File: src/rtl/id_ex_stage_if.sv
// Bundle between decode, the ID/EX register slice and the ALU.
// The slave modport is the stage's view; the master modport is the surrounding pipeline.
interface id_ex_stage_if #(
  parameter int unsigned XLEN  = 32,
  parameter int unsigned CNT_W = 32
);
  logic             in_valid;
  logic             in_ready;
  logic [6:0]       opcode;
  logic [2:0]       funct3;
  logic             funct7_b5;
  logic [4:0]       rs1_addr;
  logic [4:0]       rs2_addr;
  logic [XLEN-1:0]  rs1_data;
  logic [XLEN-1:0]  rs2_data;
  logic [XLEN-1:0]  imm;
  logic [XLEN-1:0]  pc;
  logic [4:0]       rd;
  logic             mem_we;
  logic [4:0]       mem_rd;
  logic [XLEN-1:0]  mem_data;
  logic             wb_we;
  logic [4:0]       wb_rd;
  logic [XLEN-1:0]  wb_data;
  logic             flush;
  logic             out_valid;
  logic             out_ready;
  logic [2:0]       alu_op;
  logic             funct7;
  logic [XLEN-1:0]  operand_a;
  logic [XLEN-1:0]  operand_b;
  logic [4:0]       rd_out;
  logic             reg_we;
  logic             is_load;
  logic             is_store;
  logic [XLEN-1:0]  store_data;
  logic             illegal;
  logic [CNT_W-1:0] xfer_count;

  modport slave (
    input  in_valid, opcode, funct3, funct7_b5, rs1_addr, rs2_addr, rs1_data, rs2_data,
           imm, pc, rd, mem_we, mem_rd, mem_data, wb_we, wb_rd, wb_data, flush, out_ready,
    output in_ready, out_valid, alu_op, funct7, operand_a, operand_b, rd_out, reg_we,
           is_load, is_store, store_data, illegal, xfer_count
  );

  modport master (
    output in_valid, opcode, funct3, funct7_b5, rs1_addr, rs2_addr, rs1_data, rs2_data,
           imm, pc, rd, mem_we, mem_rd, mem_data, wb_we, wb_rd, wb_data, flush, out_ready,
    input  in_ready, out_valid, alu_op, funct7, operand_a, operand_b, rd_out, reg_we,
           is_load, is_store, store_data, illegal, xfer_count
  );
endinterface

File: src/rtl/id_ex_stage.sv
// ID/EX register slice: operand forwarding, ALU control decode and a valid/ready
// output register with flush, plus a wrapping count of output handshakes.
module id_ex_stage #(
  parameter int unsigned XLEN  = 32,
  parameter int unsigned CNT_W = 32
) (
  input  logic          clk,
  input  logic          rst,
  id_ex_stage_if.slave  bus
);

  localparam logic [6:0] OP_R     = 7'b0110011;
  localparam logic [6:0] OP_IMM   = 7'b0010011;
  localparam logic [6:0] OP_LUI   = 7'b0110111;
  localparam logic [6:0] OP_AUIPC = 7'b0010111;
  localparam logic [6:0] OP_LOAD  = 7'b0000011;
  localparam logic [6:0] OP_STORE = 7'b0100011;

  typedef struct packed {
    logic [2:0]      alu_op;
    logic            funct7;
    logic [XLEN-1:0] operand_a;
    logic [XLEN-1:0] operand_b;
    logic [4:0]      rd;
    logic            reg_we;
    logic            is_load;
    logic            is_store;
    logic [XLEN-1:0] store_data;
    logic            illegal;
  } payload_t;

  logic             valid_q, valid_d;
  payload_t         pay_q, pay_d, dec;
  logic [CNT_W-1:0] cnt_q, cnt_d;
  logic             accept;
  logic [XLEN-1:0]  fwd_a, fwd_b;

  // MEM wins over WB; x0 always reads the register file value.
  function automatic logic [XLEN-1:0] forward(
    input logic [4:0]      addr,
    input logic [XLEN-1:0] rf_data,
    input logic            m_we,
    input logic [4:0]      m_rd,
    input logic [XLEN-1:0] m_data,
    input logic            w_we,
    input logic [4:0]      w_rd,
    input logic [XLEN-1:0] w_data
  );
    logic [XLEN-1:0] r;
    r = rf_data;
    if (addr != 5'd0 && m_we && m_rd == addr) begin
      r = m_data;
    end else if (addr != 5'd0 && w_we && w_rd == addr) begin
      r = w_data;
    end
    return r;
  endfunction

  assign fwd_a = forward(bus.rs1_addr, bus.rs1_data, bus.mem_we, bus.mem_rd, bus.mem_data,
                         bus.wb_we, bus.wb_rd, bus.wb_data);
  assign fwd_b = forward(bus.rs2_addr, bus.rs2_data, bus.mem_we, bus.mem_rd, bus.mem_data,
                         bus.wb_we, bus.wb_rd, bus.wb_data);

  assign bus.in_ready = bus.flush | ~valid_q | bus.out_ready;
  assign accept       = bus.in_valid & bus.in_ready & ~bus.flush;

  always_comb begin
    dec    = '0;
    dec.rd = bus.rd;
    case (bus.opcode)
      OP_R: begin
        dec.alu_op    = bus.funct3;
        dec.funct7    = bus.funct7_b5;
        dec.operand_a = fwd_a;
        dec.operand_b = fwd_b;
        dec.reg_we    = 1'b1;
      end
      OP_IMM: begin
        // Only the shift-right immediates use bit 30; ADDI must never subtract.
        dec.alu_op    = bus.funct3;
        dec.funct7    = (bus.funct3 == 3'b101) & bus.funct7_b5;
        dec.operand_a = fwd_a;
        dec.operand_b = bus.imm;
        dec.reg_we    = 1'b1;
      end
      OP_LUI: begin
        dec.operand_b = bus.imm;
        dec.reg_we    = 1'b1;
      end
      OP_AUIPC: begin
        dec.operand_a = bus.pc;
        dec.operand_b = bus.imm;
        dec.reg_we    = 1'b1;
      end
      OP_LOAD: begin
        dec.operand_a = fwd_a;
        dec.operand_b = bus.imm;
        dec.reg_we    = 1'b1;
        dec.is_load   = 1'b1;
      end
      OP_STORE: begin
        dec.operand_a  = fwd_a;
        dec.operand_b  = bus.imm;
        dec.is_store   = 1'b1;
        dec.store_data = fwd_b;
      end
      default: begin
        dec.illegal = 1'b1;
      end
    endcase
    if (bus.rd == 5'd0) begin
      dec.reg_we = 1'b0;
    end
  end

  // Flush beats accept, accept beats drain; the counter sees every handshake.
  always_comb begin
    valid_d = valid_q;
    pay_d   = pay_q;
    cnt_d   = cnt_q;
    if (valid_q && bus.out_ready) begin
      cnt_d = cnt_q + CNT_W'(1);
    end
    if (bus.flush) begin
      valid_d = 1'b0;
    end else if (accept) begin
      valid_d = 1'b1;
      pay_d   = dec;
    end else if (bus.out_ready) begin
      valid_d = 1'b0;
    end
  end

  always_ff @(posedge clk or posedge rst) begin
    if (rst) begin
      valid_q <= 1'b0;
      pay_q   <= '0;
      cnt_q   <= '0;
    end else begin
      valid_q <= valid_d;
      pay_q   <= pay_d;
      cnt_q   <= cnt_d;
    end
  end

  assign bus.out_valid  = valid_q;
  assign bus.alu_op     = pay_q.alu_op;
  assign bus.funct7     = pay_q.funct7;
  assign bus.operand_a  = pay_q.operand_a;
  assign bus.operand_b  = pay_q.operand_b;
  assign bus.rd_out     = pay_q.rd;
  assign bus.reg_we     = pay_q.reg_we;
  assign bus.is_load    = pay_q.is_load;
  assign bus.is_store   = pay_q.is_store;
  assign bus.store_data = pay_q.store_data;
  assign bus.illegal    = pay_q.illegal;
  assign bus.xfer_count = cnt_q;

endmodule

File: src/flat_wrapper.sv
// flat-port wrapper written by rule: the top's interface ports become plain ports
module id_ex_stage_flat 
#(
  parameter int unsigned XLEN  = 32,
  parameter int unsigned CNT_W = 32
)
  (clk, rst, bus_in_valid, bus_opcode, bus_funct3, bus_funct7_b5, bus_rs1_addr, bus_rs2_addr, bus_rs1_data, bus_rs2_data, bus_imm, bus_pc, bus_rd, bus_mem_we, bus_mem_rd, bus_mem_data, bus_wb_we, bus_wb_rd, bus_wb_data, bus_flush, bus_out_ready, bus_in_ready, bus_out_valid, bus_alu_op, bus_funct7, bus_operand_a, bus_operand_b, bus_rd_out, bus_reg_we, bus_is_load, bus_is_store, bus_store_data, bus_illegal, bus_xfer_count);
  id_ex_stage_if #(.XLEN(XLEN), .CNT_W(CNT_W)) bus_i ();
  input  logic clk;
  input  logic rst;
  input wire logic [$bits(bus_i.in_valid)-1:0] bus_in_valid;
  input wire logic [$bits(bus_i.opcode)-1:0] bus_opcode;
  input wire logic [$bits(bus_i.funct3)-1:0] bus_funct3;
  input wire logic [$bits(bus_i.funct7_b5)-1:0] bus_funct7_b5;
  input wire logic [$bits(bus_i.rs1_addr)-1:0] bus_rs1_addr;
  input wire logic [$bits(bus_i.rs2_addr)-1:0] bus_rs2_addr;
  input wire logic [$bits(bus_i.rs1_data)-1:0] bus_rs1_data;
  input wire logic [$bits(bus_i.rs2_data)-1:0] bus_rs2_data;
  input wire logic [$bits(bus_i.imm)-1:0] bus_imm;
  input wire logic [$bits(bus_i.pc)-1:0] bus_pc;
  input wire logic [$bits(bus_i.rd)-1:0] bus_rd;
  input wire logic [$bits(bus_i.mem_we)-1:0] bus_mem_we;
  input wire logic [$bits(bus_i.mem_rd)-1:0] bus_mem_rd;
  input wire logic [$bits(bus_i.mem_data)-1:0] bus_mem_data;
  input wire logic [$bits(bus_i.wb_we)-1:0] bus_wb_we;
  input wire logic [$bits(bus_i.wb_rd)-1:0] bus_wb_rd;
  input wire logic [$bits(bus_i.wb_data)-1:0] bus_wb_data;
  input wire logic [$bits(bus_i.flush)-1:0] bus_flush;
  input wire logic [$bits(bus_i.out_ready)-1:0] bus_out_ready;
  output wire logic [$bits(bus_i.in_ready)-1:0] bus_in_ready;
  output wire logic [$bits(bus_i.out_valid)-1:0] bus_out_valid;
  output wire logic [$bits(bus_i.alu_op)-1:0] bus_alu_op;
  output wire logic [$bits(bus_i.funct7)-1:0] bus_funct7;
  output wire logic [$bits(bus_i.operand_a)-1:0] bus_operand_a;
  output wire logic [$bits(bus_i.operand_b)-1:0] bus_operand_b;
  output wire logic [$bits(bus_i.rd_out)-1:0] bus_rd_out;
  output wire logic [$bits(bus_i.reg_we)-1:0] bus_reg_we;
  output wire logic [$bits(bus_i.is_load)-1:0] bus_is_load;
  output wire logic [$bits(bus_i.is_store)-1:0] bus_is_store;
  output wire logic [$bits(bus_i.store_data)-1:0] bus_store_data;
  output wire logic [$bits(bus_i.illegal)-1:0] bus_illegal;
  output wire logic [$bits(bus_i.xfer_count)-1:0] bus_xfer_count;
  assign bus_i.in_valid = bus_in_valid;
  assign bus_i.opcode = bus_opcode;
  assign bus_i.funct3 = bus_funct3;
  assign bus_i.funct7_b5 = bus_funct7_b5;
  assign bus_i.rs1_addr = bus_rs1_addr;
  assign bus_i.rs2_addr = bus_rs2_addr;
  assign bus_i.rs1_data = bus_rs1_data;
  assign bus_i.rs2_data = bus_rs2_data;
  assign bus_i.imm = bus_imm;
  assign bus_i.pc = bus_pc;
  assign bus_i.rd = bus_rd;
  assign bus_i.mem_we = bus_mem_we;
  assign bus_i.mem_rd = bus_mem_rd;
  assign bus_i.mem_data = bus_mem_data;
  assign bus_i.wb_we = bus_wb_we;
  assign bus_i.wb_rd = bus_wb_rd;
  assign bus_i.wb_data = bus_wb_data;
  assign bus_i.flush = bus_flush;
  assign bus_i.out_ready = bus_out_ready;
  assign bus_in_ready = bus_i.in_ready;
  assign bus_out_valid = bus_i.out_valid;
  assign bus_alu_op = bus_i.alu_op;
  assign bus_funct7 = bus_i.funct7;
  assign bus_operand_a = bus_i.operand_a;
  assign bus_operand_b = bus_i.operand_b;
  assign bus_rd_out = bus_i.rd_out;
  assign bus_reg_we = bus_i.reg_we;
  assign bus_is_load = bus_i.is_load;
  assign bus_is_store = bus_i.is_store;
  assign bus_store_data = bus_i.store_data;
  assign bus_illegal = bus_i.illegal;
  assign bus_xfer_count = bus_i.xfer_count;
  id_ex_stage #(.XLEN(XLEN), .CNT_W(CNT_W)) u_core (.clk(clk), .rst(rst), .bus(bus_i));
endmodule
File: config.mk
export PLATFORM = sky130hd
export DESIGN_NAME = id_ex_stage_flat
export DESIGN_NICKNAME = d
export VERILOG_FILES = /design/src/rtl/id_ex_stage_if.sv /design/src/rtl/id_ex_stage.sv /design/src/flat_wrapper.sv
export SDC_FILE = /design/constraint.sdc
export NUM_CORES = 1
export LEC_CHECK = 0
export CAP_MARGIN = 20
export CORE_AREA = 2 2 148 150
export CTS_CLUSTER_DIAMETER = 60
export DETAILED_ROUTE_END_ITERATION = 6
export DIE_AREA = 0 0 150 152
export PLACE_DENSITY_LB_ADDON = 0.1
export RECOVER_POWER = 25
export SYNTH_ARGS = -nofsm -noshare
export SYNTH_HDL_FRONTEND = slang
export SYNTH_SLANG_ARGS = --single-unit
File: constraint.sdc
create_clock -name clk -period 4.4 [get_ports clk]
set_clock_uncertainty 0.05 [all_clocks]
set_input_delay 0.44 -clock clk [delete_from_list [all_inputs] [get_ports clk]]
set_output_delay 0.44 -clock clk [all_outputs]
set_load 0.01 [all_outputs]
=== Word-level counts from Yosys, hierarchy flattened ===
Cells that the tools add are included.
Widths: inputs -> output; s select.

* Add/sub/neg operators: 1
* Multipliers: 0
* Divide/modulo/power cells: 0
* Magnitude comparators: 0
* Eq/ne operators: 11
* Shift operators: 0
* Multiplexer cells: 15
* Bitwise operators: 7
* Reduce and logical (&&, ||, !) cells: 18

{| class="wikitable"
|+ Operators with widths
! kind !! number
|-
| $mux 32 || 4
|-
| $pmux 32 s2 || 2
|-
| $mux 33 || 1
|-
| $add 32x1->32 const B || 1
|-
| $eq 7x6->1 const B || 3
|-
| $eq 5x5->1 || 4
|-
| $eq 7x5->1 const B || 2
|-
| $reduce_bool 5->1 || 2
|-
| $reduce_or 5->1 || 2
|-
| $logic_and 1x1->1 || 9
|-
| $pmux 4 s2 || 1
|-
| $eq 7x2->1 const B || 1
|-
| $mux 1 || 7
|-
| $reduce_or 6->1 || 1
|-
| $logic_not 5->1 || 1
|-
| $reduce_or 4->1 || 1
|-
| $and 1x1->1 || 3
|-
| $eq 3x3->1 const B || 1
|-
| $reduce_bool 3->1 || 1
|-
| $not 1->1 || 2
|-
| $or 1x1->1 || 2
|-
| $reduce_and 2->1 || 1
|}

* Register bits: 142
* Bits in latches: 0
* Memory bits (writable): 0
* ROM bits: 0
* Bits of input ports: 235
* Output and inout port bits: 143
* Word-level logic and storage cells: 64
* Memories kept: 0

=== Depth between registers and ports, before layout ===
* Depth after elaboration: 7
* Mapped depth: 7
* Gate-level depth less buffers: 6

=== Least setup slack after synthesis ===
Ideal clock, no wire load.

* Path type: input port to flip-flop
* Start: input port bus_rs1_addr[0]
* End: register u_core.pay_q (netlist bit u_core.bus.operand_a[10])
* Library setup time: 134 ps
* Arrival time: 1746 ps
* Data required time: 4216 ps
* Slack: 2470 ps
* Stages: 5
* Buffers on the path: 2
* Cells stage by stage: or4_4 > o2111ai_2 > buf_2 > buf_4 > o221ai_2

* Longest elaborated chain between the ends: 6
* Elaborated cells on any way between the ends: 10
* Classes of those cells: 2 x eq/ne; 3 x mux; 5 x reduce/logical

{| class="wikitable"
|+ Ends and longest elaborated chain
! element !! line !! text
|-
| start, declared || flat_wrapper.sv:15 || <nowiki>input wire logic [$bits(bus_i.rs1_addr)-1:0] bus_rs1_addr;</nowiki>
|-
| $reduce_bool 5->1 || id_ex_stage.sv:51, id_ex_stage.sv:53 ||
|-
| $logic_and 1x1->1 (2 in series) || id_ex_stage.sv:53 || <nowiki>end else if (addr != 5'd0 && w_we && w_rd == addr) begin</nowiki>
|-
| $mux 32 || id_ex_stage.sv:53 ||
|-
| $mux 32 (*) || id_ex_stage.sv:51 || <nowiki>if (addr != 5'd0 && m_we && m_rd == addr) begin</nowiki>
|-
| $pmux 32 s2 (*) || id_ex_stage.sv:70 || <nowiki>case (bus.opcode)</nowiki>
|-
| end signal, assigned || id_ex_stage.sv:141 || <nowiki>pay_q <= pay_d;</nowiki>
|-
| end, declared || id_ex_stage.sv:33 || <nowiki>payload_t pay_q, pay_d, dec;</nowiki>
|}

Every way passes the cells marked *; elsewhere a longest branch is shown, timed or not.
A chain may end at the register's enable or synchronous reset.

=== Worst setup path after layout ===
* Start: input port bus_in_valid
* End: register u_core.pay_q (netlist bit u_core.bus.operand_b[31])

* Longest elaborated chain between the ends: 3

{| class="wikitable"
|+ Ends and longest elaborated chain
! element !! line !! text
|-
| start, declared || flat_wrapper.sv:11 || <nowiki>input wire logic [$bits(bus_i.in_valid)-1:0] bus_in_valid;</nowiki>
|-
| $and 1x1->1 (2 in series) || id_ex_stage.sv:65 || <nowiki>assign accept = bus.in_valid & bus.in_ready & ~bus.flush;</nowiki>
|-
| $reduce_and 2->1 (no source line) || n/a ||
|}

Every way passes these cells.

==> results.cfg <==
[outcome]
status = finished, violations left
violations = capacitance limit, slew limit

[synth]
synthesis.nets = 947
synth_fa_ha_area_frac = 0.00162
ys_ff_latch = 142
ys_types = 50
synth.cell_area_sq_um = 7730
synth.area.top_cells = dfrtp_1 (46%), mux2i_1 (7.9%), o221ai_2 (7.8%), a22oi_1 (5.9%), nand2_1 (5.4%)
synth_compound_area_frac = 0.216
async_flop_share = 1.00
synth_flop_cell = dfrtp_1
ys.warnings.count = 0
synth_edf_count = 0
muxShareOfSynthArea = 0.0848
synth-simple-area-share = 0.144
synth_top_family_by_area = compound AO/OA/AOI/OAI gates
synth_top_area_frac = 0.460
syn_area_per_cell_sq_um = 10.9
synth_seq_area_share = 0.460
syn_inst = 711
synth-xor-area-share = 0.0544
yosys.area.top_type = dfrtp_1

[timing]
rsz0062_at_grt = false
worstMarginPinSlew_ns = 1.96
finalSetupViolations = 0
hold_ws_ns = 0.424
fin_tns_setup_ns = 0
slew_headroom = -0.307
finalMaxSlewViolations = 88
setup_slack_ns = 1.23
max_freq_mhz = 316
layout_min_cycle_time_ns = 3.17
period_share = 0.720
final_hold_viol_count = 0

[setup_path]
critPathLaunchType = primary input
critPathKind = primary input to flop
required_ns = 4.66
cpPeakStageDelay_ns = 0.86
cp-end-kind = flop
worstPathMaxFanout = 33
crit_slowest_cell = nand4b_4
crit_chain = clkdlybuf4s50_1 -> nor2b_1 -> nand2_4 -> nor2_4 -> nand4b_4 -> o221ai_1
crit_arrival_ns = 3.43

[die]
ios = 378
core_area_sq_um = 21400
die-width_microns = 150
die_height_microns = 152
start_util = 0.362
die_area_sq_um = 22800
fp-row-count = 54

[detailed_routing]
drc = 0
drtIter0Drc = 393
firstDrtPassIters = 5
viasPerCell = 5.50
wirelength_microns = 30200
wl_per_cell_microns = 22.2
dr_total_vias = 7471
ant_nets = 0

[finish]
fin_area_sq_um = 12400
fillers = 1925
nets = 1301
areaGrowthSynthToFinish_pct = 59.9
n_antenna_cell = 0
register_area_sq_um = 3550
multi_input_area_sq_um = 3930
drive_gt1_frac = 0.0974

[placed_design]
pre_cts_slack_ns = 0.778
place.detailed.hpwl_microns = 22100
port_buffers = 377
place.gp.congestion = 0.861
placed_cell_area_sq_um = 11800

[cts]
htree_num_levels = 4
numCtsBuffers = 17
cts.path.max_buffers = 2
cts.sinks = 142
cts_tree = built
clockRootBuffer = clkbuf_16
postCtsHoldBufs = 0
clk_pin_slew_ns = 0.06
post_cts_buffers = 0
post_cts_resized = 0
clock_latency_ns = 0.42

[global_route]
grt_max_degree = 88
overflow = 0
met3_usage = 0.0733
use_met1 = 0.321
top_usage_layer = met2
grt_pass1_wl_microns = 46100
gr-usage-met2 = 0.442
antenna_found_initial = 0
grt_use_total = 0.266
grt_pass1_vias = 7840

[hold_path]
hp-class = flop to flop

[power]
vdd_drop_max_mv = 0.195
powerDensity_nw_per_um2 = 284
p_leak_nw = 4.69

[run]
cap_violations = 1
==> metrics by stage <==
stage	util	instances	power (mW)
after global routing	0.579	1358	3.65
after global placement	0.550	1326	2.00
after detailed placement	0.550	1326	2.00
after CTS	0.579	1358	3.54
final	0.579	1358	3.51
after floorplan	-	711	1.61
==> area by class of cell <==
class | count | area share
Clock buffer | 18 | 0.0355
Clock inverter | 14 | 0.0144
Inverter | 3 | 0.00121
Multi-Input combinational cell | 510 | 0.318
Sequential cell | 142 | 0.287
Tap cell | 280 | 0.0283
Timing Repair Buffer | 391 | 0.315
==> synth_stat cells (2+ instances only) <==
master	n
buf_2	14
o221ai_2	40
nand4_1	37
or2_2	2
buf_6	6
dfrtp_1	142
buf_4	5
o21ai_0	7
inv_1	3
nand3_1	13
xor2_1	16
clkbuf_1	31
and2_1	9
and4_1	4
o221ai_1	21
mux2_1	3
nor2b_1	3
a221o_1	3
and3_1	5
mux2i_1	61
xnor2_1	32
or4_4	2
a22oi_1	61
o211ai_1	33
nand2_1	112
nor2_1	13
or3_1	3
nand2b_1	3
nor3_1	4
a22o_1	3
==> report_power, final <==
group	leakage, nW	internal, mW	switching [mW]
Combinational	2.42	0.338	0.240
Clock	0.302	0.918	0.612
Sequential	1.96	1.35	0.0447
Total	4.69	2.61	0.897
==> cell families after synthesis <==
family / count (synthesis)
buffers and inverters: 59
adder cells (fa/ha/maj): 1
flip-flops: 142
AND/OR/NAND/NOR: 220
XOR/XNOR: 48
multiplexers: 65
AO/OA/AOI/OAI: 176
==> worst paths after layout <==
kind,startpoint,end,slack (ns),cells past startpoint
max,bus_in_valid,u_core.bus.operand_b[31],1.23,6
min,u_core.bus.is_store,u_core.bus.is_store,0.42,2
max reg2reg,u_core.bus.out_valid,u_core.bus.operand_b[31],1.47,5
min reg2reg,u_core.bus.is_store,u_core.bus.is_store,0.42,2
max in group asynchronous,rst,u_core.bus.store_data[9],1.26,3
min in group asynchronous,rst,u_core.bus.xfer_count[10],0.99,2
==> layout by cell type, fill, tap and decap left out, types with 4 or more instances in the layout <==
cell	instances
xor2_1	16
nand3_1	13
nand4_1	37
a22oi_1	61
o21ai_0	7
and4_1	4
dfrtp_1	142
o221ai_2	40
buf_4	11
clkbuf_16	17
o211ai_1	33
and2_1	9
o221ai_1	21
xnor2_1	32
and3_1	5
mux2i_1	61
nor3_1	4
clkdlybuf4s50_1	375
inv_6	6
nor2_1	12
nand2_1	111
==> critical path, delay by kind of cell <==
family | cells | cell delay, ns
and+or+nand+nor | 4 | 2.04
AOI/OAI and AO/OA | 1 | 0.47
buffers and inverters | 1 | 0.45
==> sequential cells by signal, summed over array words and instances, names as in the netlist <==
signal,flops
u_core.bus.operand_a,32
u_core.bus.operand_b,32
u_core.bus.store_data,32
u_core.bus.xfer_count,32
u_core.bus.rd_out,5
u_core.bus.alu_op,3
u_core.bus.funct7,1
u_core.bus.illegal,1
u_core.bus.is_load,1
u_core.bus.is_store,1
u_core.bus.out_valid,1
u_core.bus.reg_we,1
==> metal layers <==
layer | part of all wire | up-vias
li1 | - | 3436
met5 | 0 | -
met2 | 0.50 | 316
met1 | 0.39 | 3656
met4 | 0.038 | 0
met3 | 0.079 | 63
No activity file was read; power rests on OpenSTA's default activity.
